==> config.mk <==
export PLATFORM = sky130hd
export DESIGN_NAME = tuner_seq_ctrl_flat
export DESIGN_NICKNAME = d
export VERILOG_FILES = /design/src/rtl/tuner_seq_ctrl_if.sv /design/src/rtl/tuner_seq_ctrl.sv /design/src/flat_wrapper.sv
export SDC_FILE = /design/constraint.sdc
export NUM_CORES = 1
export LEC_CHECK = 0
export ABC_AREA = 1
export BUFFER_PORTS_ARGS = -buffer_cell sky130_fd_sc_hd__buf_2
export CAP_MARGIN = 30
export CORE_ASPECT_RATIO = 1.1
export CORE_MARGIN = 4
export CORE_UTILIZATION = 35
export DETAILED_ROUTE_END_ITERATION = 16
export HOLD_SLACK_MARGIN = 0.06
export PLACE_DENSITY_LB_ADDON = 0.15
export SLEW_MARGIN = 10
export SYNTH_ARGS = -nofsm -noshare
export SYNTH_HDL_FRONTEND = slang
export SYNTH_SLANG_ARGS = --single-unit
==> constraint.sdc <==
create_clock -name i_clk -period 1.8 [get_ports i_clk]
set_input_delay 0 -clock i_clk [delete_from_list [all_inputs] [get_ports i_clk]]
set_output_delay 0 -clock i_clk [all_outputs]
set_load 0.01 [all_outputs]
==> src/rtl/tuner_seq_ctrl_if.sv <==
// Handshake and peak-data bus between the tuner sequencer
// and the tuner_phy search/lock consumer sides.
interface tuner_seq_ctrl_if #(
  parameter int DAC_WIDTH  = 8,
  parameter int ADC_WIDTH  = 8,
  parameter int NUM_TARGET = 8,
  localparam int IDXW = $clog2(NUM_TARGET)
);

  logic search_trig_val;
  logic search_trig_rdy;
  logic search_peaks_val;
  logic search_peaks_rdy;

  logic [NUM_TARGET-1:0][DAC_WIDTH-1:0] ring_tune_peaks;
  logic [NUM_TARGET-1:0][ADC_WIDTH-1:0] pwr_peaks;
  logic [IDXW:0]                        peaks_cnt;

  logic [DAC_WIDTH-1:0] cfg_ring_tune_peak;
  logic [ADC_WIDTH-1:0] cfg_pwr_peak;

  logic lock_trig_val;
  logic lock_trig_rdy;
  logic lock_intr_val;
  logic lock_intr_rdy;
  logic lock_resume_val;
  logic lock_resume_rdy;

  modport master (
    output search_trig_val,
    input  search_trig_rdy,
    input  search_peaks_val,
    output search_peaks_rdy,
    input  ring_tune_peaks,
    input  pwr_peaks,
    input  peaks_cnt,
    output cfg_ring_tune_peak,
    output cfg_pwr_peak,
    output lock_trig_val,
    input  lock_trig_rdy,
    input  lock_intr_val,
    output lock_intr_rdy,
    output lock_resume_val,
    input  lock_resume_rdy
  );

  modport slave (
    input  search_trig_val,
    output search_trig_rdy,
    output search_peaks_val,
    input  search_peaks_rdy,
    output ring_tune_peaks,
    output pwr_peaks,
    output peaks_cnt,
    input  cfg_ring_tune_peak,
    input  cfg_pwr_peak,
    input  lock_trig_val,
    output lock_trig_rdy,
    output lock_intr_val,
    input  lock_intr_rdy,
    input  lock_resume_val,
    output lock_resume_rdy
  );

endinterface

==> src/rtl/tuner_seq_ctrl.sv <==
// Tuner ring sequencer: search, pick one peak by index,
// lock on it and resume after lock loss a bounded number of times.
module tuner_seq_ctrl #(
  parameter int DAC_WIDTH  = 8,
  parameter int ADC_WIDTH  = 8,
  parameter int NUM_TARGET = 8,
  parameter int MAX_RETRY  = 3,
  localparam int IDXW = $clog2(NUM_TARGET),
  localparam int RW   = $clog2(MAX_RETRY + 1)
) (
  input  logic            i_clk,
  input  logic            i_rst_n,
  input  logic            i_start,
  input  logic            i_stop,
  input  logic [IDXW-1:0] i_target_idx,
  tuner_seq_ctrl_if.master bus,
  output logic            o_locked,
  output logic [1:0]      o_err,
  output logic [RW-1:0]   o_retry_cnt,
  output logic [3:0]      o_state
);

  typedef enum logic [3:0] {
    IDLE   = 4'd0,
    S_TRIG = 4'd1,
    S_WAIT = 4'd2,
    SELECT = 4'd3,
    L_TRIG = 4'd4,
    LOCKED = 4'd5,
    RESUME = 4'd6,
    ERROR  = 4'd7
  } state_t;

  localparam logic [1:0] ERR_NONE  = 2'd0;
  localparam logic [1:0] ERR_PEAK  = 2'd1;
  localparam logic [1:0] ERR_RETRY = 2'd2;

  state_t state_q;
  state_t state_d;

  logic [IDXW-1:0]      idx_q;
  logic [DAC_WIDTH-1:0] tune_q;
  logic [ADC_WIDTH-1:0] pwr_q;
  logic [IDXW:0]        cnt_q;
  logic [DAC_WIDTH-1:0] cfg_tune_q;
  logic [ADC_WIDTH-1:0] cfg_pwr_q;
  logic [1:0]           err_q;
  logic [RW-1:0]        retry_q;

  logic start_acc;
  logic peaks_xfer;
  logic intr_xfer;
  logic sel_bad;
  logic retry_ok;

  assign start_acc  = i_start && !i_stop
                   && (state_q == IDLE || state_q == ERROR);
  assign peaks_xfer = bus.search_peaks_val && bus.search_peaks_rdy;
  assign intr_xfer  = bus.lock_intr_val && bus.lock_intr_rdy;
  assign sel_bad    = (cnt_q == '0) || ({1'b0, idx_q} >= cnt_q);
  assign retry_ok   = retry_q < RW'(MAX_RETRY);

  // Moore val outputs and stop-gated rdy outputs from the state register
  always_comb begin
    bus.search_trig_val  = 1'b0;
    bus.search_peaks_rdy = 1'b0;
    bus.lock_trig_val    = 1'b0;
    bus.lock_intr_rdy    = 1'b0;
    bus.lock_resume_val  = 1'b0;
    o_locked             = 1'b0;
    unique case (1'b1)
      state_q == S_TRIG: bus.search_trig_val = 1'b1;
      state_q == S_WAIT: bus.search_peaks_rdy = !i_stop;
      state_q == L_TRIG: bus.lock_trig_val = 1'b1;
      state_q == LOCKED: begin
        bus.lock_intr_rdy = !i_stop;
        o_locked          = 1'b1;
      end
      state_q == RESUME: bus.lock_resume_val = 1'b1;
      default: ;
    endcase
  end

  // next-state decode; stop overrides every other event
  always_comb begin
    state_d = state_q;
    unique case (state_q)
      IDLE, ERROR:
        if (start_acc) state_d = S_TRIG;
      S_TRIG:
        if (bus.search_trig_rdy) state_d = S_WAIT;
      S_WAIT:
        if (peaks_xfer) state_d = SELECT;
      SELECT:
        state_d = sel_bad ? ERROR : L_TRIG;
      L_TRIG:
        if (bus.lock_trig_rdy) state_d = LOCKED;
      LOCKED:
        if (intr_xfer) state_d = retry_ok ? RESUME : ERROR;
      RESUME:
        if (bus.lock_resume_rdy) state_d = LOCKED;
      default:
        state_d = IDLE;
    endcase
    if (i_stop) state_d = IDLE;
  end

  // state register
  always_ff @(posedge i_clk or negedge i_rst_n) begin
    if (!i_rst_n) state_q <= IDLE;
    else          state_q <= state_d;
  end

  // captured index/peak data, lock config, error and retry bookkeeping
  always_ff @(posedge i_clk or negedge i_rst_n) begin
    if (!i_rst_n) begin
      idx_q      <= '0;
      tune_q     <= '0;
      pwr_q      <= '0;
      cnt_q      <= '0;
      cfg_tune_q <= '0;
      cfg_pwr_q  <= '0;
      err_q      <= ERR_NONE;
      retry_q    <= '0;
    end else begin
      if (start_acc) begin
        idx_q   <= i_target_idx;
        err_q   <= ERR_NONE;
        retry_q <= '0;
      end
      if (peaks_xfer) begin
        tune_q <= bus.ring_tune_peaks[idx_q];
        pwr_q  <= bus.pwr_peaks[idx_q];
        cnt_q  <= bus.peaks_cnt;
      end
      if (state_q == SELECT && !i_stop) begin
        if (sel_bad) begin
          err_q <= ERR_PEAK;
        end else begin
          cfg_tune_q <= tune_q;
          cfg_pwr_q  <= pwr_q;
        end
      end
      if (intr_xfer) begin
        if (retry_ok) retry_q <= retry_q + RW'(1);
        else          err_q   <= ERR_RETRY;
      end
      if (i_stop) err_q <= ERR_NONE;
    end
  end

  assign bus.cfg_ring_tune_peak = cfg_tune_q;
  assign bus.cfg_pwr_peak       = cfg_pwr_q;
  assign o_err                  = err_q;
  assign o_retry_cnt            = retry_q;
  assign o_state                = state_q;

endmodule

==> src/flat_wrapper.sv <==
// flat-port wrapper written by rule: the top's interface ports become plain ports
module tuner_seq_ctrl_flat 
#(
  parameter int DAC_WIDTH  = 8,
  parameter int ADC_WIDTH  = 8,
  parameter int NUM_TARGET = 8,
  parameter int MAX_RETRY  = 3,
  localparam int IDXW = $clog2(NUM_TARGET),
  localparam int RW   = $clog2(MAX_RETRY + 1)
)
  (i_clk, i_rst_n, i_start, i_stop, i_target_idx, o_locked, o_err, o_retry_cnt, o_state, bus_search_trig_val, bus_search_trig_rdy, bus_search_peaks_val, bus_search_peaks_rdy, bus_ring_tune_peaks, bus_pwr_peaks, bus_peaks_cnt, bus_cfg_ring_tune_peak, bus_cfg_pwr_peak, bus_lock_trig_val, bus_lock_trig_rdy, bus_lock_intr_val, bus_lock_intr_rdy, bus_lock_resume_val, bus_lock_resume_rdy);
  tuner_seq_ctrl_if #(.DAC_WIDTH(DAC_WIDTH), .ADC_WIDTH(ADC_WIDTH), .NUM_TARGET(NUM_TARGET)) bus_i ();
  input  logic i_clk;
  input  logic i_rst_n;
  input  logic i_start;
  input  logic i_stop;
  input  logic [IDXW-1:0] i_target_idx;
  output logic o_locked;
  output logic [1:0] o_err;
  output logic [RW-1:0] o_retry_cnt;
  output logic [3:0] o_state;
  output wire logic [$bits(bus_i.search_trig_val)-1:0] bus_search_trig_val;
  input wire logic [$bits(bus_i.search_trig_rdy)-1:0] bus_search_trig_rdy;
  input wire logic [$bits(bus_i.search_peaks_val)-1:0] bus_search_peaks_val;
  output wire logic [$bits(bus_i.search_peaks_rdy)-1:0] bus_search_peaks_rdy;
  input wire logic [$bits(bus_i.ring_tune_peaks)-1:0] bus_ring_tune_peaks;
  input wire logic [$bits(bus_i.pwr_peaks)-1:0] bus_pwr_peaks;
  input wire logic [$bits(bus_i.peaks_cnt)-1:0] bus_peaks_cnt;
  output wire logic [$bits(bus_i.cfg_ring_tune_peak)-1:0] bus_cfg_ring_tune_peak;
  output wire logic [$bits(bus_i.cfg_pwr_peak)-1:0] bus_cfg_pwr_peak;
  output wire logic [$bits(bus_i.lock_trig_val)-1:0] bus_lock_trig_val;
  input wire logic [$bits(bus_i.lock_trig_rdy)-1:0] bus_lock_trig_rdy;
  input wire logic [$bits(bus_i.lock_intr_val)-1:0] bus_lock_intr_val;
  output wire logic [$bits(bus_i.lock_intr_rdy)-1:0] bus_lock_intr_rdy;
  output wire logic [$bits(bus_i.lock_resume_val)-1:0] bus_lock_resume_val;
  input wire logic [$bits(bus_i.lock_resume_rdy)-1:0] bus_lock_resume_rdy;
  assign bus_search_trig_val = bus_i.search_trig_val;
  assign bus_i.search_trig_rdy = bus_search_trig_rdy;
  assign bus_i.search_peaks_val = bus_search_peaks_val;
  assign bus_search_peaks_rdy = bus_i.search_peaks_rdy;
  assign bus_i.ring_tune_peaks = bus_ring_tune_peaks;
  assign bus_i.pwr_peaks = bus_pwr_peaks;
  assign bus_i.peaks_cnt = bus_peaks_cnt;
  assign bus_cfg_ring_tune_peak = bus_i.cfg_ring_tune_peak;
  assign bus_cfg_pwr_peak = bus_i.cfg_pwr_peak;
  assign bus_lock_trig_val = bus_i.lock_trig_val;
  assign bus_i.lock_trig_rdy = bus_lock_trig_rdy;
  assign bus_i.lock_intr_val = bus_lock_intr_val;
  assign bus_lock_intr_rdy = bus_i.lock_intr_rdy;
  assign bus_lock_resume_val = bus_i.lock_resume_val;
  assign bus_i.lock_resume_rdy = bus_lock_resume_rdy;
  tuner_seq_ctrl #(.DAC_WIDTH(DAC_WIDTH), .ADC_WIDTH(ADC_WIDTH), .NUM_TARGET(NUM_TARGET), .MAX_RETRY(MAX_RETRY)) u_core (.i_clk(i_clk), .i_rst_n(i_rst_n), .i_start(i_start), .i_stop(i_stop), .i_target_idx(i_target_idx), .bus(bus_i), .o_locked(o_locked), .o_err(o_err), .o_retry_cnt(o_retry_cnt), .o_state(o_state));
endmodule
# Word level (Yosys, flattened, before mapping)
# Index checks and enable logic that the tools add are counted.
# Widths: inputs -> output; s select.
# word_totals
ramBits	0
latchBits	0
romBits	0
n_memories	0
wordCells	69
register_bits	47
# classes
mux	29
addsub	1
n_eq_ne	13
div_mod_pow	0
n_shift	0
bitwise_logic	1
n_lt_le_gt_ge	3
reduce_logical	13
mul	0
# ops
cell	count
$bmux 8 s3	2
$mux 4	7
$pmux 4 s7	1
$mux 2	10
$eq 4x3->1 const B	4
$mux 8	2
$ne 3x2->1 const B	3
$ne 3x3->1 const B	3
$eq 4x2->1 const B	2
$logic_not 4->1	2
$mux 1	7
$reduce_and 6->1	1
$logic_and 1x1->1	5
$eq 4x1->1 const B	1
$ge 3x4->1	1
$lt 3x4->1 const B	1
$add 2x1->2 const B	1
$logic_or 1x1->1	2
$lt 2x2->1 const B	1
$reduce_and 2->1	1
$reduce_or 2->1	1
$logic_not 1->1	1
$not 1->1	1

# Depth between registers and ports, before layout
# logic_depth
word_depth	9
mapped_depth	13
depth_no_buf	11

# Least setup slack after synthesis
# No wires, ideal clock.
# synth_path
path_type	register to register
startpoint	register u_core.idx_q[0]
endpoint	register u_core.cfg_pwr_q[0] (netlist: u_core.bus.cfg_pwr_peak[0])
n_path_buf	3
slack_ns	-0.077
arrival_time_ns	1.754
path_stages_with_launch	12
path_cell_list	dfrtp_1 -> inv_1 -> buf_2 -> buf_2 -> ha_1 -> nand2_1 -> inv_1 -> nand2_1 -> nand4_2 -> clkbuf_1 -> o21ai_0 -> nand2_1
# synth_via
elab_chain_len	4
# synth_rtl
item	line	text
start: declaration	tuner_seq_ctrl.sv:41	logic [IDXW-1:0] idx_q;
start signal: assignment	tuner_seq_ctrl.sv:127	idx_q <= i_target_idx;
$ge 3x4->1	tuner_seq_ctrl.sv:60	assign sel_bad = (cnt_q == '0) || ({1'b0, idx_q} >= cnt_q);
$logic_or 1x1->1	tuner_seq_ctrl.sv:60	
$not 1->1 (no line)	-	
$reduce_and 2->1 (no line)	-	
end signal: assignment	tuner_seq_ctrl.sv:141	cfg_pwr_q <= pwr_q;
end: declaration	tuner_seq_ctrl.sv:46	logic [ADC_WIDTH-1:0] cfg_pwr_q;
# No other way between the ends.
# A chain may end at the register's enable or synchronous reset.

# Worst setup path after layout
# layout_path
startpoint	register u_core.idx_q[0]
endpoint	register u_core.tune_q[5]
# layout_via
elab_chain_len	2
# layout_rtl
item	line	text
$bmux 8 s3	tuner_seq_ctrl.sv:132	tune_q <= bus.ring_tune_peaks[idx_q];
$mux 8 (implied by the code)	tuner_seq_ctrl.sv:132	
end signal: assignment	tuner_seq_ctrl.sv:132	
end: declaration	tuner_seq_ctrl.sv:42	logic [DAC_WIDTH-1:0] tune_q;
# No other way between the ends. The select of a mux whose other input is x is not followed.

==> results.py <==
metrics = {
    "status": {
        "status": "finished clean",
    },
    "floorplan": {
        "dieArea_mm2": 0.0109,
        "die_w_um": 99.7,
        "pin_count": 174,
        "start_util": 0.361,
        "die-height_um": 109,
        "rows": 36,
        "fp.coreArea_mm2": 0.00896,
    },
    "critical_path": {
        "path_delay_family": "buffers and inverters",
        "path_depth": 6,
        "critPathLaunchType": "register",
        "worst-path-buf-inv": 2,
        "path_max_fanout": 65,
        "end_kind": "register",
        "rrSetupSlack_ns": 0.16,
        "slowest_stage": "buf_4",
        "crit_arrival_ns": 1.88,
        "crit_path_max_incr_delay_ns": 0.48,
        "path_cells": "clkinv_1, buf_4, o21ai_0, o211ai_1, nand3_1, nand2_1",
        "worst_ep_required_time_ns": 2.04,
        "r2r_cells": 6,
        "crit_type": "reg -> reg",
    },
    "sta": {
        "hold_viol": 0,
        "finalCriticalPeriod_ns": 1.64,
        "fmax_ghz": 0.608,
        "rsz0062_at_grt": "no",
        "fin_skew_ns": 0.00923,
        "tns_ns": 0,
        "worst_pin_slew_ns": 0.595,
        "report.final.slew_viol_count": 0,
        "relSlewSlack": 0.603,
        "post-route-period-util": 0.914,
        "setup_viol": 0,
    },
    "synthesis": {
        "synth_fp_nets": 634,
        "synth-seq-cells": 46,
        "yosys-top-cells-count": "nor2_1, nand2_1, o21ai_0, dfrtp_1, o211ai_1",
        "synth_top_area_share": 0.355,
        "syn_area_per_cell_um2": 6.66,
        "synth_top_flop_cell": "dfrtp_1",
        "yosysTopAreaCell": "dfrtp_1",
        "async_flop_share": 1.00,
        "synth_most_common_cell": "nor2_1",
        "yosysUniqueCellTypes": 29,
        "yosysWarnings": 0,
        "synthTopCellsByArea": "dfrtp_1, o21ai_0, nor2_1",
        "synth_edf_count": 0,
        "synth-seq-area-share": 0.355,
        "syn_inst": 486,
        "synth_area_mm2": 0.00324,
    },
    "power_and_ir_drop": {
        "p_leak_uw": 0.00235,
        "power.density_mw_per_mm2": 1260,
        "total_power_uw": 5490,
        "vdd.ir_drop.worst_v": 0.000736,
    },
    "finish": {
        "area_growth_pct": 35.0,
        "finalNetCount": 800,
        "post-route-util": 0.488,
        "final-instance-count-excl-fill": 767,
        "drive_above_1_share": 0.317,
        "n_antenna_cell": 0,
    },
    "clock_tree": {
        "htree_num_levels": 2,
        "clkLatencyLatePin_ns": 0.30,
        "cts_made_buffers": 5,
        "clk_pin_slew_worst_paths_ns": 0.09,
        "cts_root_buffer": "clkbuf_8",
        "cts_tree": "yes",
        "cts_sinks": 46,
        "cts_buffer_depth": 2,
    },
    "hold_path": {
        "hold_depth": 5,
        "min_path_type": "in -> reg",
    },
    "detailed_routing": {
        "drt-total-wl_mm": 10.8,
        "vias": 3793,
        "ant_nets": 0,
        "vias_per_cell": 4.95,
        "drtIter0Drc": 169,
        "dr.pass1.iters": 4,
        "wl_per_cell_um": 14.0,
        "drc": 0,
    },
    "grt": {
        "grt_pass1_vias": 3637,
        "grtUsageTotal": 0.194,
        "grt_pass1_wl_mm": 17.1,
        "grt_max_degree": 66,
        "grt.overflow.total": 0,
        "antenna_found_initial": 0,
    },
    "placed_design": {
        "dp_cells": 749,
        "portBuffers": 172,
        "dpl.hpwl_mm": 8.44,
        "gp_congestion": 0.792,
    },
    "flow_run": {
        "max-cap-violations": 0,
    },
}
placed cells by master, fill, tap and decap left out, types with 9 or more instances in the layout:
| master | count |
|---|---|
| buf_2 | 172 |
| nor2_1 | 108 |
| nand2_1 | 101 |
| o21ai_0 | 83 |
| dfrtp_1 | 44 |
| o211ai_1 | 32 |
| nand3_1 | 29 |
| inv_1 | 20 |
| dlygate4sd3_1 | 9 |
| buf_4 | 9 |
layout make-up:
class                      count  area [um2]
fill                         957        4590
multi-input combinational    381        1830
clock inverter                 3        21.3
sequential                    46        1150
clock buffer                   5        68.8
timing repair buffer         192        1060
inverter                      26         101
tap                          114         143
logic make-up after synthesis:
group | Yosys count | synth area share
AO/OA/AOI/OAI | 123 | 0.215
flip-flops | 46 | 0.355
adder cells (fa/ha/maj) | 4 | 0.0155
AND/OR/NAND/NOR | 253 | 0.330
other | 1 | 0.00116
buffers and inverters | 59 | 0.0835
state kept, by name, indices dropped and copies added (netlist names):
register	cells
u_core.bus.cfg_pwr_peak	8
u_core.bus.cfg_ring_tune_peak	8
u_core.cnt_q	4
u_core.idx_q	3
u_core.o_err	2
u_core.o_retry_cnt	2
u_core.o_state	3
u_core.pwr_q	8
u_core.tune_q	8
worst reg2reg max path, delay by kind of cell, from the launching register on:
kind                   cells  cell delay (ns)
AOI/OAI and AO/OA          2             0.44
buffers and inverters      2             0.54
DFF                        1             0.41
and+or+nand+nor            2             0.20
metal layers:
layer / up-vias / share of wire / routed length (um) / global-route usage
met5: - / 0 / 0 / 0
met3: 6 / 0.062 / 672 / 0.0282
met4: 0 / 0.0079 / 85 / 0.0380
li1: 1942 / - / - / -
met2: 125 / 0.49 / 5270 / 0.325
met1: 1720 / 0.44 / 4740 / 0.267
repair_timing:
action,in CTS,in global routing
setup endpoints to repair,0,5
resized for setup,0,2
setup buffers,0,1
hold buffers,9,0
endpoints found under the hold margin,54,0
stage by stage:
step / setup slack (ns) / area, um2 / hold WS, ns
finish: 0.155 / 4370 / 0.0827
global route: 0.0168 / 4370 / 0.0982
CTS: 0.146 / 4350 / 0.0713
detailed placement: 0.163 / 4170 / -0.0427
global placement: 0.205 / 4170 / -0.0431
floorplan: 0.0230 / 3260 / -0.296
path summary, 6_finish.rpt:
check / from / endpoint
setup / recovery: u_core.idx_q[0] / u_core.tune_q[5]
setup reg to reg: u_core.idx_q[0] / u_core.tune_q[5]
min in group asynchronous: i_rst_n / u_core.bus.cfg_ring_tune_peak[0]
max in group asynchronous: i_rst_n / u_core.pwr_q[1]
hold / removal: bus_pwr_peaks[47] / u_core.pwr_q[7]
hold reg to reg: u_core.pwr_q[2] / u_core.bus.cfg_pwr_peak[2]
where the power goes:
| group | internal, uW | switching [uW] |
|---|---|---|
| Clock | 273 | 355 |
| Sequential | 1400 | 262 |
| Combinational | 1180 | 2020 |
| Total | 2850 | 2640 |
Power figures use the tool's default switching activity.
